### config.mk
export PLATFORM = sky130hd
export DESIGN_NAME = mac_dot_sequencer
export DESIGN_NICKNAME = d
export VERILOG_FILES = /design/src/rtl/mac_dot_sequencer.sv
export SDC_FILE = /design/constraint.sdc
export NUM_CORES = 1
export LEC_CHECK = 0
export CORE_ASPECT_RATIO = 0.7
export CORE_MARGIN = 2
export CORE_UTILIZATION = 41
export CTS_CLUSTER_SIZE = 30
export DETAILED_ROUTE_END_ITERATION = 6
export HOLD_SLACK_MARGIN = 0.08
export PLACE_DENSITY = 0.8
export SLEW_MARGIN = 15
export SYNTH_ARGS = -nofsm -noshare
export SYNTH_HDL_FRONTEND = slang
export SYNTH_SLANG_ARGS = --single-unit
### constraint.sdc
create_clock -name clk -period 1.7 [get_ports clk]
set_input_delay 0.17 -clock clk [delete_from_list [all_inputs] [get_ports clk]]
set_output_delay 0.17 -clock clk [all_outputs]
set_load 0.01 [all_outputs]
### src/rtl/mac_dot_sequencer.sv
// -----------------------------------------------------------------------------
// mac_dot_sequencer
//
// Sequences one dot product  acc = e_in + sum(a_i * b_i)  (mod 2^16) through an
// external multiply-add PE. The block does not multiply. For each term it
// fetches an operand pair from the stream and issues a single a*b+c request to
// the PE. It then waits for the PE to signal completion and folds the result
// back into the accumulator. When all terms are done, the result is offered on
// the output handshake, reduced mod 2^LOGQ.
//
// Handshakes (valid/ready): a transfer happens on the rising edge where both
// valid and ready are high. The producer holds its data stable while valid is
// high and ready is low. Ready never depends combinationally on valid.
//
// Ports
//   clk, rstn          clock, asynchronous active-low reset
//   start, len, e_in   job request (sampled only in IDLE)
//   s_valid/s_ready    operand stream handshake, payload s_a (8b), s_b (16b)
//   pe_en              one-cycle start pulse to the PE
//   pe_a/pe_b/pe_c     PE operands (multiplicand, multiplier, addend = acc)
//   pe_result/pe_done  PE sum and one-cycle completion pulse
//   out_valid/out_ready, out_data   result handshake
//   busy               high whenever the sequencer is not idle
//   dbg_state          current FSM state encoding, for observation only
// -----------------------------------------------------------------------------
module mac_dot_sequencer #(
  parameter int LEN_W = 11,
  parameter int LOGQ  = 16
) (
  input  logic             clk,
  input  logic             rstn,
  input  logic             start,
  input  logic [LEN_W-1:0] len,
  input  logic [15:0]      e_in,
  input  logic             s_valid,
  output logic             s_ready,
  input  logic [7:0]       s_a,
  input  logic [15:0]      s_b,
  output logic             pe_en,
  output logic [7:0]       pe_a,
  output logic [15:0]      pe_b,
  output logic [15:0]      pe_c,
  input  logic [15:0]      pe_result,
  input  logic             pe_done,
  output logic             out_valid,
  input  logic             out_ready,
  output logic [15:0]      out_data,
  output logic             busy,
  output logic [2:0]       dbg_state
);

  typedef enum logic [2:0] {
    S_IDLE  = 3'd0,
    S_FETCH = 3'd1,
    S_ISSUE = 3'd2,
    S_WAIT  = 3'd3,
    S_OUT   = 3'd4
  } state_t;

  // Low LOGQ bits set; the reduction is applied only at the output so the
  // accumulator always carries the full 16-bit PE result.
  localparam logic [15:0] OUT_MASK = 16'((32'h1 << LOGQ) - 32'h1);

  state_t           state;
  logic [15:0]      acc;
  logic [LEN_W-1:0] cnt;
  logic [7:0]       op_a;
  logic [15:0]      op_b;

  always_ff @(posedge clk or negedge rstn) begin
    if (!rstn) begin
      state <= S_IDLE;
      acc   <= '0;
      cnt   <= '0;
      op_a  <= '0;
      op_b  <= '0;
    end else begin
      case (state)
        S_IDLE: begin
          if (start) begin
            acc   <= e_in;
            cnt   <= len;
            // An empty dot product is just the error term.
            state <= (len == '0) ? S_OUT : S_FETCH;
          end
        end

        S_FETCH: begin
          if (s_valid) begin
            op_a  <= s_a;
            op_b  <= s_b;
            state <= S_ISSUE;
          end
        end

        S_ISSUE: begin
          state <= S_WAIT;
        end

        S_WAIT: begin
          // The op registers and acc stay untouched until this point, so the
          // PE sees stable operands for its whole latency.
          if (pe_done) begin
            acc   <= pe_result;
            cnt   <= cnt - LEN_W'(1);
            state <= (cnt == LEN_W'(1)) ? S_OUT : S_FETCH;
          end
        end

        S_OUT: begin
          if (out_ready) begin
            state <= S_IDLE;
          end
        end

        default: begin
          state <= S_IDLE;
        end
      endcase
    end
  end

  // Pure decodes of the state register: no input reaches these outputs
  // combinationally, and async reset clears them immediately.
  assign s_ready   = (state == S_FETCH);
  assign pe_en     = (state == S_ISSUE);
  assign out_valid = (state == S_OUT);
  assign busy      = (state != S_IDLE);
  assign dbg_state = state;

  assign pe_a     = op_a;
  assign pe_b     = op_b;
  assign pe_c     = acc;
  assign out_data = acc & OUT_MASK;

endmodule

==> metrics.yaml <==
htreeDepth: 2
clk_pin_slew_ns: 0.10
drt-total-wl_um: 7620
grt_setup_unrepaired: "true"
crit_slowest_cell: "dfrtp_1"
synth.largest_area_cell: "dfrtp_1"
synthSimpleGateAreaFrac: 0.159
slew_headroom: 0.734
diodes: 0
grt_pass1_vias: 2453
setup-tns-final_ns: 0
wl_per_cell_um: 14.9
core-area_um2: 6760
place.gp.congestion: 0.829
syn2layout_area_growth_pct: 60.2
fmax_ghz: 0.605
die_x_um: 104
slew_viol_final: 0
reg2reg_slack_ns: 0.05
ys_seq_elements: 54
gr-total-overflow: 0
fin_crit_sh: 0.972
seq_area_frac_synth: 0.473
grt_use_met2: 0.306
cts.path.max_buffers: 2
grt_max_degree: 55
drtPass1Iterations: 4
synthCells: 273
cts_buffers: 5
viasPerCell: 4.99
first_iter_violations: 99
cts_tree: "yes"
layout-drive-gt1-share: 0.201
vias: 2554
stdcell_count: 512
synth_top_area_frac: 0.473
pin_count: 136
syn_area_per_cell_um2: 10.5
synth.area.top_cells: "dfrtp_1 47%, mux2_4 11%, nand2_1 5.1%, buf_4 5.0%, a31oi_1 4.2%"
synth_top_family_by_area: "simple AND/OR/NAND/NOR gates"
synthFlopType: "dfrtp_1"
required_ns: 1.53
setup_ws_ns: 0.0478
synth_nets: 348
die_height_um: 73.8
startpoint_type: "flop"
cp_cell_sequence: "buf_4 > buf_4 > or3_1 > buf_2"
numPlacedInstances: 492
die-area_um2: 7660
maxCapViolCount: 0
grt_antenna_before_repair: 0
cp_common_cell: "buf_4"
cts_root_buf: "clkbuf_8"
pre_cts_slack_ns: -0.206
synth_cell_types: 48
min_path_type: "input pin to asynchronous set/reset pin"
vdd_drop_max_v: 0.000966
final_util: 0.677
synth-edff-count: 0
io_buffers: 135
p_leak_nw: 1.93
yosysWarnings: 0
synth_xor_area_frac: 0
grt_use_met1: 0.246
drtAntennaViolNets: 0
arrival_ns: 1.48
grt-busiest-layer: "met2"
crit_path_end_kind: "primary output"
synthArstFlopShare: 1.00
yosys.area_share.adder: 0.00876
cp_max_fo: 5
grtUsageTotal: 0.195
status: "finished, final reports clean"
insertion_delay_ns: 0.30
p_per_area_nw_per_um2: 1820
syn_area_um2: 2860
finalSetupViolations: 0
start_util: 0.423
drc: 0
period_needed_ns: 1.65
critPathKind: "flop to primary output"
p_total_w: 0.00832
rows: 25
clock-sinks: 54
r2r-end: "out_data[5]$_DFFE_PN0P_"
finalHoldViolations: 0
grt_first_pass_wirelength_um: 12000
tightest_slew_ns: 0.395
dp_hpwl_um: 5540
met3_usage: 0.100
r2r-start: "dbg_state[1]$_DFFE_PN0P_"
reg2reg_depth: 7
fin_skew_ns: 0.00571
final_nets: 492
synth.area.mux_share: 0.121
slowest_delay_ns: 0.40
synth-compound-area-share: 0.144
[cells in the final DEF, fill, tap and decap left out, types with 2 or more instances in the layout]
cell and count:
a21oi_1 11, a22oi_1 2, a31oi_1 19, a32oi_1 4, and3b_1 3, buf_12 5, buf_2 2, buf_4 24
buf_6 3, clkbuf_8 5, clkdlybuf4s50_1 130, dfrtp_1 54, dlygate4sd2_1 3, ha_1 2, inv_1 4, mux2_2 4
mux2_4 20, nand2_1 39, nand3_1 3, nor2_1 21, nor2_2 3, nor3_1 5, nor3b_1 2, nor4_1 2
o21ai_0 7, o21ai_1 6
[area by class of cell]
class | count | area, µm²
Inverter | 5 | 18.8
Tap cell | 94 | 118
Clock buffer | 6 | 72.6
Multi-Input combinational cell | 180 | 1270
Fill cell | 516 | 2180
Sequential cell | 54 | 1350
Timing Repair Buffer | 171 | 1710
Clock inverter | 2 | 37.5
[synth_stat cells, types with 2 or more instances]
cell type	n
a32oi_1	4
nor4_1	2
nor3_1	5
dfrtp_1	54
nand3_1	3
and3b_1	3
nor3b_1	2
buf_2	4
o21ai_1	6
inv_1	4
a21oi_1	11
mux2_4	20
mux2_2	4
a22oi_1	2
buf_6	6
nor2_1	25
clkbuf_1	5
o21ai_0	8
nand2_1	39
ha_1	2
buf_4	19
a31oi_1	19
[registers in the layout, indices dropped and copies added, names as in the netlist]
| register | cells |
|---|---|
| out_data | 16 |
| pe_b | 16 |
| cnt | 11 |
| pe_a | 8 |
| dbg_state | 3 |
[repair_timing]
item	4_1_cts	5_1_grt
buffers inserted	1	8
hold buffers	1	0
gates resized for setup	10	16
endpoints found under the setup margin	9	39
cloned	0	2
endpoints found under the hold margin	54	0
pin swaps	1	5
[layer usage]
| layer | vias up | routed length [µm] |
|---|---|---|
| met2 | 111 | 3460 |
| li1 | 1235 | - |
| met4 | 0 | 38 |
| met5 | - | 0 |
| met3 | 4 | 847 |
| met1 | 1204 | 3280 |
[how the worst max path moves through the flow]
| stage | endpoint | slack (ns) | cells after the start | startpoint |
|---|---|---|---|---|
| after floorplan | pe_a[1]$_DFFE_PN0P_ | 0.06 | 7 | dbg_state[2]$_DFFE_PN0P_ |
| after global placement | cnt[9]$_DFFE_PN0P_ | -0.17 | 4 | start |
| after detailed placement | cnt[9]$_DFFE_PN0P_ | -0.21 | 4 | start |
| after CTS | cnt[9]$_DFFE_PN0P_ | -0.02 | 4 | dbg_state[1]$_DFFE_PN0P_ |
| final | busy | 0.05 | 4 | dbg_state[1]$_DFFE_PN0P_ |
| after global routing | out_data[14]$_DFFE_PN0P_ | -0.02 | 7 | dbg_state[1]$_DFFE_PN0P_ |
[where the power goes]
group / switching, W / internal [W]
logic: 0.00208 / 0.00294
clock network: 0.000419 / 0.000440
registers: 0.000503 / 0.00193
total: 0.00300 / 0.00531
[critical path, delay by kind of cell, from the launching register on]
kind,cells,cell delay [ns]
buffers and inverters,3,0.43
flip-flops,1,0.40
AND/OR/NAND/NOR,1,0.35
[metrics by stage]
step | hold WS, ns | area (µm²)
finish | 0.390 | 4580
global route | 0.402 | 4580
CTS | 0.403 | 4420
detailed placement | 0.197 | 4290
global placement | 0.188 | 4290
floorplan | -0.126 | 2860
[cells by family after synthesis]
| group | count (synthesis) |
|---|---|
| compound gates | 62 |
| fa+ha+maj | 2 |
| mux | 24 |
| buf+inv | 39 |
| simple gates | 92 |
| flops | 54 |
(Power assumes the default switching activity.)
